### config.mk
export PLATFORM = sky130hd
export DESIGN_NAME = muldiv_ctrl
export DESIGN_NICKNAME = d
export VERILOG_FILES = /design/src/rtl/muldiv_ctrl.sv
export SDC_FILE = /design/constraint.sdc
export NUM_CORES = 2
export LEC_CHECK = 0
export ABC_AREA = 1
export CELL_PAD_IN_SITES_DETAIL_PLACEMENT = 0
export CELL_PAD_IN_SITES_GLOBAL_PLACEMENT = 1
export CORE_MARGIN = 10
export CORE_UTILIZATION = 50
export CTS_CLUSTER_DIAMETER = 120
export DETAILED_ROUTE_END_ITERATION = 10
export GPL_TIMING_DRIVEN = 0
export HOLD_SLACK_MARGIN = 0.12
export PLACE_DENSITY = 0.9
export SYNTH_ARGS = -nofsm -noshare
export SYNTH_HDL_FRONTEND = slang
export SYNTH_SLANG_ARGS = --single-unit
### constraint.sdc
create_clock -name clk -period 12.1 [get_ports clk]
set_input_delay 2.42 -clock clk [delete_from_list [all_inputs] [get_ports clk]]
set_output_delay 2.42 -clock clk [all_outputs]
set_load 0.02 [all_outputs]
### src/rtl/muldiv_ctrl.sv
// Multiply/divide unit controller with HI/LO result registers.
// Multiply is a fixed-occupancy operation (MUL_CYCLES cycles). Divide is a
// 32-step radix-2 restoring divider on operand magnitudes, followed by one
// sign-fixup cycle. mthi/mtlo writes share the HI/LO registers. A result
// commit has priority over a same-edge mthi/mtlo write.

module muldiv_ctrl #(
    parameter int unsigned MUL_CYCLES = 2   // legal range 1..8
) (
    input  logic        clk,
    input  logic        rst,
    input  logic        start,
    input  logic        is_div,
    input  logic        is_signed,
    input  logic [31:0] src_a,
    input  logic [31:0] src_b,
    input  logic        cancel,
    input  logic        wr_hi,
    input  logic        wr_lo,
    input  logic [31:0] wdata,
    output logic        busy,
    output logic        done,
    output logic [31:0] hi_o,
    output logic [31:0] lo_o
);

    typedef enum logic [1:0] {
        S_IDLE,
        S_MUL,
        S_DIV,
        S_SIGN
    } state_e;

    state_e      state_q, state_d;
    logic [5:0]  cnt_q, cnt_d;
    logic [31:0] a_q, a_d;        // mul operand A, or dividend/quotient shift register
    logic [31:0] b_q, b_d;        // mul operand B, or divisor magnitude
    logic [31:0] rem_q, rem_d;    // partial remainder
    logic        signed_q, signed_d;
    logic        neg_quo_q, neg_quo_d;
    logic        neg_rem_q, neg_rem_d;
    logic [31:0] hi_q, hi_d;
    logic [31:0] lo_q, lo_d;
    logic        done_q, done_d;
    logic        commit;

    logic        accept;
    logic [31:0] abs_a, abs_b;
    logic [63:0] mul_a_ext, mul_b_ext, product;
    logic [32:0] rem_shift, rem_sub;
    logic        rem_ge;

    // A new operation is taken only from a quiet IDLE (no result pulse, no flush).
    assign accept = start & ~done_q & ~cancel & (state_q == S_IDLE);

    // Magnitudes for the divider; -0x80000000 wraps to 0x80000000, which is the
    // correct unsigned magnitude.
    assign abs_a = (is_signed & src_a[31]) ? -src_a : src_a;
    assign abs_b = (is_signed & src_b[31]) ? -src_b : src_b;

    // The low 64 bits of the product of sign- or zero-extended operands give the
    // two's-complement (or unsigned) 64-bit result.
    assign mul_a_ext = signed_q ? {{32{a_q[31]}}, a_q} : {32'd0, a_q};
    assign mul_b_ext = signed_q ? {{32{b_q[31]}}, b_q} : {32'd0, b_q};
    assign product   = mul_a_ext * mul_b_ext;

    // One restoring-division step: shift in the next dividend bit, try subtract.
    assign rem_shift = {rem_q, a_q[31]};
    assign rem_ge    = (rem_shift >= {1'b0, b_q});
    assign rem_sub   = rem_shift - {1'b0, b_q};

    assign busy = (state_q != S_IDLE) | (start & ~done_q);
    assign done = done_q;
    assign hi_o = hi_q;
    assign lo_o = lo_q;

    // Next-state, datapath and HI/LO update logic.
    always_comb begin
        // NOTE: every signal written here gets a default first so no path leaves it unassigned (no latches).
        state_d   = state_q;
        cnt_d     = cnt_q;
        a_d       = a_q;
        b_d       = b_q;
        rem_d     = rem_q;
        signed_d  = signed_q;
        neg_quo_d = neg_quo_q;
        neg_rem_d = neg_rem_q;
        hi_d      = hi_q;
        lo_d      = lo_q;
        done_d    = 1'b0;
        commit    = 1'b0;

        unique case (state_q)
            S_IDLE: begin
                if (accept) begin
                    if (!is_div) begin
                        a_d      = src_a;
                        b_d      = src_b;
                        signed_d = is_signed;
                        cnt_d    = 6'(MUL_CYCLES);
                        state_d  = S_MUL;
                    end else if (src_b == 32'd0) begin
                        // Divide by zero: no state change, HI/LO untouched.
                        done_d = 1'b1;
                    end else begin
                        a_d       = abs_a;
                        b_d       = abs_b;
                        rem_d     = 32'd0;
                        neg_quo_d = is_signed & (src_a[31] ^ src_b[31]);
                        neg_rem_d = is_signed & src_a[31];
                        cnt_d     = 6'd32;
                        state_d   = S_DIV;
                    end
                end
            end

            S_MUL: begin
                cnt_d = cnt_q - 6'd1;
                if (cnt_q == 6'd1) begin
                    {hi_d, lo_d} = product;
                    commit       = 1'b1;
                    done_d       = 1'b1;
                    state_d      = S_IDLE;
                end
            end

            S_DIV: begin
                a_d   = {a_q[30:0], rem_ge};
                rem_d = rem_ge ? rem_sub[31:0] : rem_shift[31:0];
                cnt_d = cnt_q - 6'd1;
                if (cnt_q == 6'd1) begin
                    state_d = S_SIGN;
                end
            end

            S_SIGN: begin
                lo_d    = neg_quo_q ? -a_q : a_q;
                hi_d    = neg_rem_q ? -rem_q : rem_q;
                commit  = 1'b1;
                done_d  = 1'b1;
                state_d = S_IDLE;
            end

            default: begin
                state_d = S_IDLE;
            end
        endcase

        // Flush: abandon everything in flight, including a commit due this edge.
        if (cancel) begin
            state_d = S_IDLE;
            cnt_d   = 6'd0;
            done_d  = 1'b0;
            hi_d    = hi_q;
            lo_d    = lo_q;
            commit  = 1'b0;
        end

        // mthi/mtlo only land when no result is being written this edge.
        if (!commit) begin
            if (wr_hi) begin
                hi_d = wdata;
            end
            if (wr_lo) begin
                lo_d = wdata;
            end
        end
    end

    // State and datapath registers; reset clears everything immediately.
    always_ff @(posedge clk or posedge rst) begin
        // NOTE: sequential state uses non-blocking assignments so all registers update together.
        if (rst) begin
            state_q   <= S_IDLE;
            cnt_q     <= 6'd0;
            a_q       <= 32'd0;
            b_q       <= 32'd0;
            rem_q     <= 32'd0;
            signed_q  <= 1'b0;
            neg_quo_q <= 1'b0;
            neg_rem_q <= 1'b0;
            hi_q      <= 32'd0;
            lo_q      <= 32'd0;
            done_q    <= 1'b0;
        end else begin
            state_q   <= state_d;
            cnt_q     <= cnt_d;
            a_q       <= a_d;
            b_q       <= b_d;
            rem_q     <= rem_d;
            signed_q  <= signed_d;
            neg_quo_q <= neg_quo_d;
            neg_rem_q <= neg_rem_d;
            hi_q      <= hi_d;
            lo_q      <= lo_d;
            done_q    <= done_d;
        end
    end

endmodule

; ---- Word level (Yosys, flattened, before mapping)
; Cells that the tools add are included.
[word_totals]
reg_bits = 172
latchBits = 0
mem_bits_rw = 0
rom_bits = 0
in_bits = 104
out_inout_bits = 66
wordCells = 104
n_memories = 0
[classes]
addsub = 6
mul = 1
div = 0
order_cmp = 1
eq_ne = 13
shift = 0
muxes = 47
bitwise_logic = 12
n_reduce_logical = 13
[ops]
columns = cell, count
row1 = 32-bit two-way mux, 21
row2 = 32-bit one-hot mux with 2 select lines, 4
row3 = 64-bit two-way mux, 2
row4 = 32-bit negation, 4
row5 = 64-bit by 64-bit multiplier with 64-bit output, 1
row6 = 33-bit by 32-bit >= comparator with 1-bit output, 1
row7 = 32-bit logical NOT, 1
row8 = 32-bit subtractor, 1
row9 = 6-bit two-way mux, 4
row10 = 2-bit two-way mux, 6
row11 = "3-bit inequality test, second input constant", 4
row12 = 6-bit one-hot mux with 2 select lines, 1
row13 = 3-bit AND reduction, 4
row14 = 4-bit AND reduction, 3
row15 = "2-bit inequality test, second input constant", 4
row16 = 2-bit one-hot mux with 4 select lines, 1
row17 = 1-bit AND, 6
row18 = "6-bit by 1-bit equality test with 1-bit output, second input constant", 1
row19 = 1-bit two-way mux, 6
row20 = "6-bit by 1-bit subtractor with 6-bit output, second input constant", 1
row21 = "2-bit equality test, second input constant", 2
row22 = "4-bit inequality test, second input constant", 1
row23 = 1-bit NOT, 4
row24 = 2-bit nonzero test, 2
row25 = other kinds (8), 8

; ---- Depth between registers and ports, before layout
[depth]
word_depth = 7
ltp_mapped = 46
ltp_nobuf = 44

; ---- Least setup slack after synthesis
; No wires, ideal clock.
[synth_timing]
kind = reg-to-reg
startpoint = reg a_q[31]
endpoint = reg hi_q[31] (netlist: hi_o[31])
setup_time_ns = 0.077
arrival_time_ns = 8.791
required_time_ns = 12.023
slack_ns = 3.231
path_stages_with_launch = 37
path_buffers = 2
period_less_slack_ns = 8.869
path_cell_list = dfrtp_1 buf_2 nand2_2 buf_1 nor2_1 fa_1 inv_1 fa_1 inv_1 fa_1 inv_1 fa_1 inv_1 fa_1 fa_1 fa_1 inv_1 fa_1 inv_1 fa_1 inv_1 fa_1 inv_1 ha_1 a21oi_1 nor3_1 nor3b_1 nand2_1 nor2_1 o21ai_0 a21oi_1 nand3_1 nand3_1 nand2_1 nand2_1 nand2_1 a21oi_1
[synth_between]
elab_chain_cells = 7
[synth_lines]
columns = element, line_no
row1 = start: declaration, 36  ; logic [31:0] a_q, a_d;
row2 = start signal: assignment, 176  ; a_q <= 32'd0;
row3 = start signal: assignment, 188  ; a_q <= a_d;
row4 = 64-bit two-way mux *, 63  ; assign mul_a_ext = signed_q ? {{32{a_q[31]}}, a_q} : {32'd0, a_q};
row5 = 64-bit by 64-bit multiplier with 64-bit output *, 65  ; assign product = mul_a_ext * mul_b_ext;
row6 = 32-bit two-way mux *, 119  ; if (cnt_q == 6'd1) begin
row7 = 32-bit one-hot mux with 2 select lines *, 93  ; unique case (state_q)
row8 = 32-bit two-way mux *, 150  ; if (cancel) begin
row9 = 32-bit two-way mux, 161  ; if (wr_hi) begin
row10 = 32-bit two-way mux *, 160  ; if (!commit) begin
row11 = net hi_d[31], 42  ; logic [31:0] hi_q, hi_d;
row12 = end signal: assignment, 194  ; hi_q <= hi_d;
row13 = end: declaration, 42
; Mark *: on every way through the listed nets, which the timed path passes. The rest lies on a longest branch.
; A chain may end at the register's enable or synchronous reset.

; ---- Worst setup path after layout
[layout_timing]
startpoint = reg signed_q
endpoint = reg hi_q[13] (netlist: hi_o[13])
[layout_between]
elab_chain_cells = 7
word_cells_on_any_way = 8
[layout_lines]
columns = element, line_no
row1 = start: declaration, 39  ; logic signed_q, signed_d;
row2 = start signal: assignment, 191  ; signed_q <= signed_d;
row3 = "64-bit two-way mux, on equally long branches", "63, 64"
row4 = 64-bit by 64-bit multiplier with 64-bit output *, 65
row5 = 32-bit two-way mux *, 119
row6 = 32-bit one-hot mux with 2 select lines *, 93
row7 = 32-bit two-way mux *, 150
row8 = 32-bit two-way mux, 161
row9 = 32-bit two-way mux *, 160
row10 = net hi_d[13], 42
; Marked as above.

==> flow_summary.yaml <==
yosys:
  yosysSeqAreaShare: 0.0675
  yosysWarnings: 0
  async_flop_share: 1.00
  synthCells: 8234
  synth_most_common_cell: "inv_1"
  synth_nets: 10109
  synth.ff_latch_count: 172
  avgSynthCellArea_um2: 7.74
  syn_area_um2: 63700
  synth_top_cells_by_area: "fa_1, inv_1, nand2_1"
  ys.flop_type: "dfrtp_1"
  synth_area_leader_cell: "fa_1"
  ys_types: 62
  synth.top_cell.area_share: 0.446
  synth_common_cells: "inv_1, nand2_1, fa_1, nor2_1, ha_1"
  synth_edf_count: 0
clock_network:
  path_clk_slew_ns: 0.08
  post_cts_buffers: 0
  numCtsBuffers: 17
  clkSinkCount: 172
  cts_root_buf: "clkbuf_16"
  cts.path.max_buffers: 2
  tritoncts: "done"
  htree_levels: 4
  clock_latency_ns: 0.51
die:
  initial_core_util: 0.505
  fp.dieArea_um2: 142000
  rows: 130
  fp.dieH_um: 377
  core_um2: 126000
  num_io_pins: 170
  die_w_um: 377
placed_design:
  portBuffers: 169
  place_ws_ns: 0.00388
  post-dp-hpwl_um: 259000
  gp_congestion: 1.08
timing:
  worstMarginPinSlew_ns: 1.65
  setup_slack_ns: 0.172
  setup_viol: 0
  slew_violations: 78
  slew_headroom: -0.100
  layout_min_cycle_time_ns: 11.93
  max_freq_mhz: 83.8
  rsz0062_at_grt: "false"
  whs_ns: 0.496
  post-route-period-util: 0.986
  hold_viol_final: 0
  finalClockSkew_ns: 0.0160
grt:
  grt_pass1_wl_um: 430000
  grt_antenna_before_repair: 30
  grt_pass1_vias: 60703
  grtUsageTotal: 0.429
  grt_max_degree: 105
  overflow: 0
min_path:
  holdPathEnd: "cnt_q[5]"
  hold_depth: 2
  hold_start: "cnt_q[5]"
  hp-class: "reg -> reg"
critical_path:
  crit_type: "reg -> reg"
  path_common_cell: "fa_1"
  slowest_stage: "clkbuf_1"
  regToRegStartpoint: "signed_q"
  path_max_fanout: 10
  worstReg2RegEnd: "hi_o[13]"
  reg2reg_depth: 35
  crit_path_end_kind: "flip-flop"
  worst_setup_path_start_kind: "flip-flop"
  max_stage_delay_ns: 0.62
  cp.required_ns: 12.52
  rrSetupSlack_ns: 0.17
  arrival_ns: 12.35
routing:
  totalWireLength_um: 303000
  vias: 57638
  ant_nets: 0
  viasPerCell: 5.71
  drt_pass1_iterations: 6
  wire_per_inst_um: 30.0
  drc: 0
  first_iter_violations: 6172
finish:
  nets: 10303
  area_delta_synth_final_pct: 7.18
  layout-drive-gt1-share: 0.0210
  post-route-util: 0.542
flow_run:
  cap_violations: 9
status:
  violations: "capacitance limit, slew limit"
  status: "finished with violations"
[metrics by stage]
stage               instances  instance area [µm²]  setup TNS, ns
floorplan                8234                63700              0
global placement        10053                67500         -16.64
detailed placement      10059                67600              0
CTS                     10091                68200              0
global route            10095                68300              0
finish                  10099                68300              0
[logic make-up after synthesis]
kind of cell               share of synthesized area
buffers and inverters                          0.169
xor gates and xnor gates                      0.0154
DFF                                           0.0675
muxes                                       0.000157
and+or+nand+nor                                0.156
adders and majority gates                      0.515
AOI/OAI and AO/OA                             0.0765
[layout make-up]
class | count | area [µm²]
antenna | 8 | 20.0
buffer | 360 | 1460
clock buffer | 18 | 429
clock inverter | 14 | 203
fill | 12412 | 57800
inverter | 2486 | 9350
multi-input combinational | 5215 | 48600
sequential | 172 | 4300
tap | 1650 | 2060
timing repair buffer | 176 | 1820
[state kept, by name (all words and copies together), names as in the netlist]
name       count
a_q           32
b_q           32
cnt_q          6
done           1
hi_o          32
lo_o          32
neg_quo_q      1
neg_rem_q      1
rem_q         32
signed_q       1
state_q        2
[critical path, delay by kind of cell (launching register included)]
| family | cells | cell delay (ns) |
|---|---|---|
| buf+inv | 10 | 2.35 |
| simple gates | 8 | 2.09 |
| xor+xnor | 1 | 0.47 |
| flops | 1 | 0.58 |
| compound gates | 5 | 1.35 |
| fa+ha+maj | 11 | 4.98 |
[routing by layer]
metal / track usage / wire length [µm]
met1: 0.509 / 107000
met2: 0.645 / 128000
met3: 0.149 / 39000
met4: 0.313 / 28200
met5: 0 / 205
[cells in the final DEF (no fill, tap or decap), types with 14 or more instances in the layout]
cell type / Yosys / final
buf_1: 53 / 50
ha_1: 351 / 351
o22ai_1: 23 / 23
a21oi_1: 317 / 317
xor2_1: 67 / 67
o21bai_1: 30 / 30
buf_2: 27 / 30
nand2_1: 1701 / 1701
a31oi_1: 15 / 15
o21ai_1: 69 / 70
xnor2_1: 45 / 45
nor3_1: 52 / 51
nand4_1: 27 / 27
o211ai_1: 65 / 65
nor4_1: 14 / 14
fa_1: 1420 / 1419
nor2_1: 450 / 448
clkbuf_1: 270 / 259
clkdlybuf4s50_1: 0 / 169
clkbuf_16: 0 / 18
inv_2: 18 / 18
o21ai_0: 279 / 278
o21a_1: 17 / 17
nand3_1: 140 / 139
inv_1: 2466 / 2465
dfrtp_1: 172 / 172
[repair_timing]
| item | in CTS | in global routing |
|---|---|---|
| setup endpoints to repair | 1 | 9 |
| pin swaps | 0 | 0 |
| hold buffers | 0 | 0 |
| gates resized for setup | 1 | 8 |
[how the worst max path moves through the flow]
| stage | start | endpoint | slack, ns | cells after the start |
|---|---|---|---|---|
| after floorplan | a_q[31] | hi_o[31] | 3.23 | 36 |
| after global placement | signed_q | hi_o[13] | -1.20 | 33 |
| after detailed placement | signed_q | hi_o[13] | 0.004 | 31 |
| after CTS | signed_q | hi_o[13] | 0.20 | 35 |
| after global routing | b_q[10] | hi_o[30] | 0.05 | 34 |
| final | signed_q | hi_o[13] | 0.17 | 35 |
Power is not shown: default switching activity piles up to over one toggle a cycle in this logic, so the estimate is an artifact.
